==> src/rtl/i2s_slave_xcvr.sv <==
// rtl/i2s_slave_xcvr.sv - I2S target transceiver; SCLK/LRCK/SDATA oversampled on clk
module i2s_slave_xcvr #(
    parameter int DATA_W      = 24,
    parameter int SYNC_STAGES = 2
) (
    input  logic              clk,
    input  logic              rst,
    input  logic              sclk_in,
    input  logic              lrck_in,
    input  logic              sdata_in,
    output logic              sdata_out,
    input  logic [DATA_W-1:0] tx_l,
    input  logic [DATA_W-1:0] tx_r,
    output logic              tx_rd,
    output logic [DATA_W-1:0] rx_l,
    output logic [DATA_W-1:0] rx_r,
    output logic              rx_valid,
    output logic              frame_err
);

    localparam logic [5:0] DW6     = 6'(DATA_W);
    localparam logic [5:0] LAST6   = 6'(DATA_W - 1);
    localparam logic [5:0] CNT_MAX = 6'd63;

    logic [SYNC_STAGES-1:0] sclk_sync_q, lrck_sync_q, sdata_sync_q;
    logic                   sclk_prev_q;
    logic                   lrck_prev_q;
    logic                   lrck_seen_q;
    logic                   chan_q;
    logic [5:0]             cnt_q;
    logic                   locked_q;
    logic                   have_left_q;
    logic [DATA_W-2:0]      rx_shift_q;
    logic [DATA_W-1:0]      rx_hold_q, rx_l_q, rx_r_q;
    logic                   rx_valid_q, frame_err_q, tx_rd_q, sdata_out_q;
    logic [DATA_W-1:0]      tx_sh_l_q, tx_sh_r_q;

    logic              sclk_s, lrck_s, sdata_s;
    logic              rise, fall, lr_change, bit_slot, word_done, tx_bit;
    logic [5:0]        cnt_inc;
    logic [DATA_W-1:0] rx_word, tx_word;

    always_comb begin
        sclk_s    = sclk_sync_q[SYNC_STAGES-1];
        lrck_s    = lrck_sync_q[SYNC_STAGES-1];
        sdata_s   = sdata_sync_q[SYNC_STAGES-1];
        rise      = sclk_s & ~sclk_prev_q;
        fall      = ~sclk_s & sclk_prev_q;
        // No LRCK change can be claimed until one rise has recorded a reference level
        lr_change = lrck_seen_q & (lrck_s != lrck_prev_q);
        bit_slot  = locked_q & ~lr_change & (cnt_q < DW6);
        word_done = bit_slot & (cnt_q == LAST6);
        cnt_inc   = (cnt_q == CNT_MAX) ? CNT_MAX : cnt_q + 6'd1;
        rx_word   = {rx_shift_q, sdata_s};
        tx_word   = chan_q ? tx_sh_r_q : tx_sh_l_q;
        tx_bit    = 1'b0;
        for (int i = 0; i < DATA_W; i++) begin
            if (cnt_q == 6'(DATA_W - 1 - i)) tx_bit = tx_word[i];
        end
    end

    always_ff @(posedge clk) begin
        if (rst) begin
            sclk_sync_q  <= '0;
            lrck_sync_q  <= '0;
            sdata_sync_q <= '0;
            sclk_prev_q  <= 1'b0;
            lrck_prev_q  <= 1'b0;
            lrck_seen_q  <= 1'b0;
            chan_q       <= 1'b0;
            cnt_q        <= CNT_MAX;
            locked_q     <= 1'b0;
            have_left_q  <= 1'b0;
            rx_shift_q   <= '0;
            rx_hold_q    <= '0;
            rx_l_q       <= '0;
            rx_r_q       <= '0;
            rx_valid_q   <= 1'b0;
            frame_err_q  <= 1'b0;
            tx_rd_q      <= 1'b0;
            tx_sh_l_q    <= '0;
            tx_sh_r_q    <= '0;
            sdata_out_q  <= 1'b0;
        end else begin
            sclk_sync_q  <= {sclk_sync_q[SYNC_STAGES-2:0], sclk_in};
            lrck_sync_q  <= {lrck_sync_q[SYNC_STAGES-2:0], lrck_in};
            sdata_sync_q <= {sdata_sync_q[SYNC_STAGES-2:0], sdata_in};
            sclk_prev_q  <= sclk_s;
            rx_valid_q   <= 1'b0;
            frame_err_q  <= 1'b0;
            tx_rd_q      <= 1'b0;

            // Shadows load while tx_rd is high, so tx_l/tx_r seen during the pulse are used
            if (tx_rd_q) begin
                tx_sh_l_q <= tx_l;
                tx_sh_r_q <= tx_r;
            end

            if (rise) begin
                lrck_prev_q <= lrck_s;
                lrck_seen_q <= 1'b1;
                if (lr_change) begin
                    cnt_q    <= 6'd0;
                    chan_q   <= lrck_s;
                    locked_q <= 1'b1;
                    if (locked_q && (cnt_q < DW6)) begin
                        frame_err_q <= 1'b1;
                        have_left_q <= 1'b0;
                    end
                    if (!lrck_s) tx_rd_q <= 1'b1;
                end else begin
                    cnt_q <= cnt_inc;
                end

                if (bit_slot) begin
                    rx_shift_q <= rx_word[DATA_W-2:0];
                    if (word_done) begin
                        if (!chan_q) begin
                            rx_hold_q   <= rx_word;
                            have_left_q <= 1'b1;
                        end else if (have_left_q) begin
                            rx_l_q      <= rx_hold_q;
                            rx_r_q      <= rx_word;
                            rx_valid_q  <= 1'b1;
                            have_left_q <= 1'b0;
                        end
                    end
                end
            end

            if (fall) begin
                sdata_out_q <= (locked_q && (cnt_q < DW6)) ? tx_bit : 1'b0;
            end
        end
    end

    assign sdata_out = sdata_out_q;
    assign tx_rd     = tx_rd_q;
    assign rx_l      = rx_l_q;
    assign rx_r      = rx_r_q;
    assign rx_valid  = rx_valid_q;
    assign frame_err = frame_err_q;

endmodule
==> config.mk <==
export PLATFORM = sky130hd
export DESIGN_NAME = i2s_slave_xcvr
export DESIGN_NICKNAME = d
export VERILOG_FILES = /design/src/rtl/i2s_slave_xcvr.sv
export SDC_FILE = /design/constraint.sdc
export NUM_CORES = 1
export LEC_CHECK = 0
export CAP_MARGIN = 20
export CORE_ASPECT_RATIO = 1.25
export CORE_UTILIZATION = 45
export DETAILED_ROUTE_END_ITERATION = 12
export GPL_TIMING_DRIVEN = 0
export PLACE_DENSITY_LB_ADDON = 0.1
export SYNTH_ARGS = -nofsm -noshare
export SYNTH_HDL_FRONTEND = slang
export SYNTH_SLANG_ARGS = --single-unit
==> constraint.sdc <==
create_clock -name clk -period 3.8 [get_ports clk]
set_clock_uncertainty 0.1 [all_clocks]
set_input_delay 0.76 -clock clk [delete_from_list [all_inputs] [get_ports clk]]
set_output_delay 0.76 -clock clk [all_outputs]
set_load 0.05 [all_outputs]
* Yosys cells after proc, flatten, opt, wreduce, memory -nomap -nowiden
Index checks and enable logic that the tools add are counted.
** Storage, ports and cells
- Word-level logic and storage cells :: 105
- Bits of input ports :: 53
- Output and inout bits :: 52
- Register bits :: 165
** Cells by class
- $lt $le $gt $ge :: 1
- Add/subtract/negate cells :: 1
- Equality and inequality tests :: 25
- Mux-type cells :: 37
- Bitwise logic cells :: 13
- Reductions and logical operators :: 8
** Operator list (count)
- 6-bit by 4-bit equality test with 1-bit output (second input constant) :: 8
- 6-bit by 5-bit equality test with 1-bit output (second input constant) :: 8
- 1-bit two-way mux :: 34
- 6-bit by 3-bit equality test with 1-bit output (second input constant) :: 4
- 24-bit two-way mux :: 1
- 6-bit by 2-bit equality test with 1-bit output (second input constant) :: 2
- 6-bit two-way mux :: 2
- 1-bit NOT :: 7
- 6-bit by 1-bit adder with 6-bit output (second input constant) :: 1
- 1-bit AND :: 6
- 6-bit by 1-bit equality test with 1-bit output (second input constant) :: 1
- 6-bit equality test (second input constant) :: 1
- 6-bit zero test :: 1
- 6-bit by 5-bit less-than comparator with 1-bit output (second input constant) :: 1
- 5-bit AND reduction :: 1
- 5-bit OR reduction :: 1
- 2-bit AND reduction :: 2
- 4-bit AND reduction :: 1
- 3-bit OR reduction :: 1
- 1-bit logical AND :: 1
- 1-bit inequality test :: 1

* Longest topological paths before layout
- Word-level depth :: 26
- Gate-level depth with buffers :: 9
- Mapped depth without buffers :: 8

* Worst setup path after synthesis
No wires, ideal clock.
- Path type :: flip-flop to flip-flop
- Start point :: reg tx_rd_q (netlist: tx_rd)
- End point :: reg tx_sh_l_q[10]
- Clock period less this slack :: 2.004 ns
- Required time :: 3.572 ns
- Setup time :: 0.128 ns
- Data arrival time :: 1.776 ns
- Slack :: 1.796 ns
- Stages on the path, launching flop included :: 6
- Path buffers :: 3
- Path through :: dfxtp_1 > clkbuf_1 > clkbuf_1 > buf_2 > mux2i_1 > nor2_1
** RTL lines
- start, declared :: RTL line 35 : logic rx_valid_q, frame_err_q, tx_rd_q, sdata_out_q;
- start signal, assigned :: RTL line 80 : tx_rd_q <= 1'b0;
- start signal, assigned :: RTL line 91 : tx_rd_q <= 1'b0;
- start signal, assigned :: RTL line 110 : if (!lrck_s) tx_rd_q <= 1'b1;
- end signal, assigned :: RTL line 95 : tx_sh_l_q <= tx_l;
- end, declared :: RTL line 36 : logic [DATA_W-1:0] tx_sh_l_q, tx_sh_r_q;

* Worst setup path in the final report
- Start point :: in rst
- End point :: reg tx_sh_r_q[4]
** RTL lines
- start, declared :: RTL line 7 : input logic rst,
- end signal, assigned :: RTL line 96 : tx_sh_r_q <= tx_r;
- end, declared :: RTL line 36
No word-level cell between the ends.

==> impl_results.md <==
- Status: complete, no violations
- Post-Place Cells: between 1000 and 1500
- Wirelength per Cell: ~15 um
- DRT antenna net count: 0
- Num CTS Buffers: 17
- Initial antenna violation count: 0
- Dominant cell by count in the synthesized netlist: nand2_1
- Clock Sinks: 165
- Cell area after synthesis: around 6500 um2
- Drt pass-1 iters: 5
- Number of global-route vias before repair: between 5000 and 6000
- Setup TNS: 0 ns
- Critical Path End Type: register
- Skew-Pair Late Insertion Delay: approximately 0.42 ns
- Post-synth top area cell: dfxtp_1
- Pwr dens: around 440 nW/um2
- Starting Density: a little under half
- Die height: approximately 140 um
- Worst setup path class: input pin to register
- Worst Max-Slew Pin Slew: between 0.7 and 0.8 ns
- Commonest cells in the netlist: 204 x nand2_1, 165 x dfxtp_1, 117 x a21oi_1
- Sequential share of the synthesized area: 50.6%
- GRT Total Usage: between 20% and 30%
- Slew Viols, Final: 0
- Remaining DRCs: 0
- Critical Path Fanout Max: 10
- Fin crit share: between 70% and 80%
- Overall routed net length: 15900 um
- Top_reg_cell synth: dfxtp_1
- Relative slew slack: between 40% and 50%
- Row Count: 48
- # setup viols final: 0
- Core Area: between 10000 and 15000 um2
- Area grow syn2layout: 28.7%
- Yosys cell types: 48
- Period minus WS final: approximately 2.7 ns
- Post-CTS setup buffers: 0
- Synth async-reset ratio: 0%
- Largest net degree at the start of global routing: 17
- Via-to-Cell Ratio: approximately 5.1
- Io pins: 105
- Port bufs: between 100 and 150
- Critical Path RT: roughly 4.0 ns
- Post-synth EDFFs: 0
- Via Count: about 5500
- Worst ir drop on vdd: around 0.00028 V
- Max-cap violations: 0
- Die Width: about 110 um
- Layout cell share with drive strength beyond 1: approximately 6.5%
- RSZ-0062 raised after global routing: no
- Reg2Reg Depth: 8
- FMAX: approximately 360 MHz
- Initial drt markers: roughly 190
- Startpoint Class: input pin
- Hold depth: 1
- Non-filler cells, final: roughly 1100
- Flops & latches, synth: 165
- Syn Area/Cell: about 8.5 um2
- Root Buffer Master: clkbuf_16
- Maximum buffer depth of the clock tree: 2
- GP Congestion: 0.857
- Hold crit path type: register to register
- First-pass GRT wire length: roughly 25000 um
- HPWL after DPL: 11900 um
- GR Overflow Total: 0
- Leak: 2.78 nW
- Top cells by area, synth: dfxtp_1 51%, nand2_1 12%, mux2i_1 10%
- Synthesized instance count: between 700 and 800
- N_diodes: 0
- Resize count post-CTS: 0
- Top-area cell type share of the netlist area: roughly half
- CP arrival: just under 3 ns
- Die area: roughly 15000 um2
- Final Hold Viols: 0
- Post-Syn Nets: roughly 830
- H-tree depth: 4
- Post-cts hold buffer count: 0
- CTS tree: yes
- Worst hold margin: approximately 0.33 ns
- Syn. warnings: 0
- Reg clk slew, reported paths: 0.06 ns
- Nets@finish: approximately 950
layer usage:
| metal | global-route usage, % | share of wire (%) |
|---|---|---|
| met4 | 8.15 | 2.2 |
| met2 | 41.3 | 54 |
| met1 | 23.8 | 41 |
| met3 | 4.86 | 3.3 |
| met5 | 0 | 0 |
critical path, cell delays in order:
cell and delay (ns):
clkdlybuf4s50_1 0.53, clkbuf_1 0.45, clkbuf_1 0.51, clkbuf_1 0.54, nor2_1 0.12
layout by cell type, fill, tap and decap left out, types with 2 or more instances in the layout:
cell type,instances
buf_1,3
o21ai_0,10
bufinv_16,4
nor4_1,2
nor3_2,2
a22oi_1,2
nor2_1,62
buf_2,13
and2_1,2
a21oi_1,117
dfxtp_1,165
or3_1,2
mux2i_1,68
clkbuf_1,35
a211oi_1,3
mux2_2,4
buf_4,3
o211ai_1,3
clkdlybuf4s50_1,104
nor2b_1,11
o21bai_1,4
nand2_1,204
nor3_1,6
nand3_1,7
buf_6,5
inv_1,6
clkbuf_16,17
and3_1,2
ha_1,4
clkbuf_8,2
nand4_1,3
clkinv_4,2
nand3b_1,3
through the flow:
step | setup WS, ns | util, % | cell area, um2 | power (mW)
global route | 0.992 | 60.0 | 8400 | 3.79
global placement | 0.672 | 55.6 | 7780 | 1.92
finish | 1.05 | 60.0 | 8400 | 3.67
CTS | 1.07 | 60.0 | 8400 | 3.70
detailed placement | 0.624 | 55.6 | 7780 | 1.92
floorplan | 1.80 | - | 6520 | 1.84
cell families after synthesis:
| family | share of synthesized area, % |
|---|---|
| AND/OR/NAND/NOR | 20.2 |
| flip-flops | 50.6 |
| AO/OA/AOI/OAI | 12.5 |
| multiplexers | 11.1 |
| buffers and inverters | 4.57 |
| adder cells (fa/ha/maj) | 0.767 |
| XOR/XNOR | 0.134 |
worst paths after layout:
check,start,to,slack (ns)
hold / removal,sclk_sync_q[0],sclk_sync_q[1],0.33
setup reg to reg,chan_q,sdata_out,1.54
hold reg to reg,sclk_sync_q[0],sclk_sync_q[1],0.33
setup / recovery,rst,tx_sh_r_q[4],1.05
sequential cells by signal, indices dropped and copies added (netlist names), 2 cells and up:
| signal | flops |
|---|---|
| tx_sh_r_q | 24 |
| rx_hold_q | 24 |
| rx_l | 24 |
| lrck_sync_q | 2 |
| sclk_sync_q | 2 |
| cnt_q | 6 |
| rx_r | 24 |
| rx_shift_q | 23 |
| sdata_sync_q | 2 |
| tx_sh_l_q | 24 |
final cells by class:
cell class / count / area (um2)
timing repair buffer: 104 / 1040
sequential: 165 / 3300
clock buffer: 22 / 464
fill: 1280 / 5600
multi-input combinational: 541 / 2920
tap: 175 / 219
buffer: 56 / 275
inverter: 6 / 22.5
clock inverter: 8 / 150
report_power, final:
part	switching [mW]	internal, mW	total, mW
logic	0.0724	0.0717	0.144
clock network	0.661	1.13	1.79
registers	0.00537	1.74	1.74
total	0.739	2.94	3.67
No activity file was read; power rests on OpenSTA's default activity.
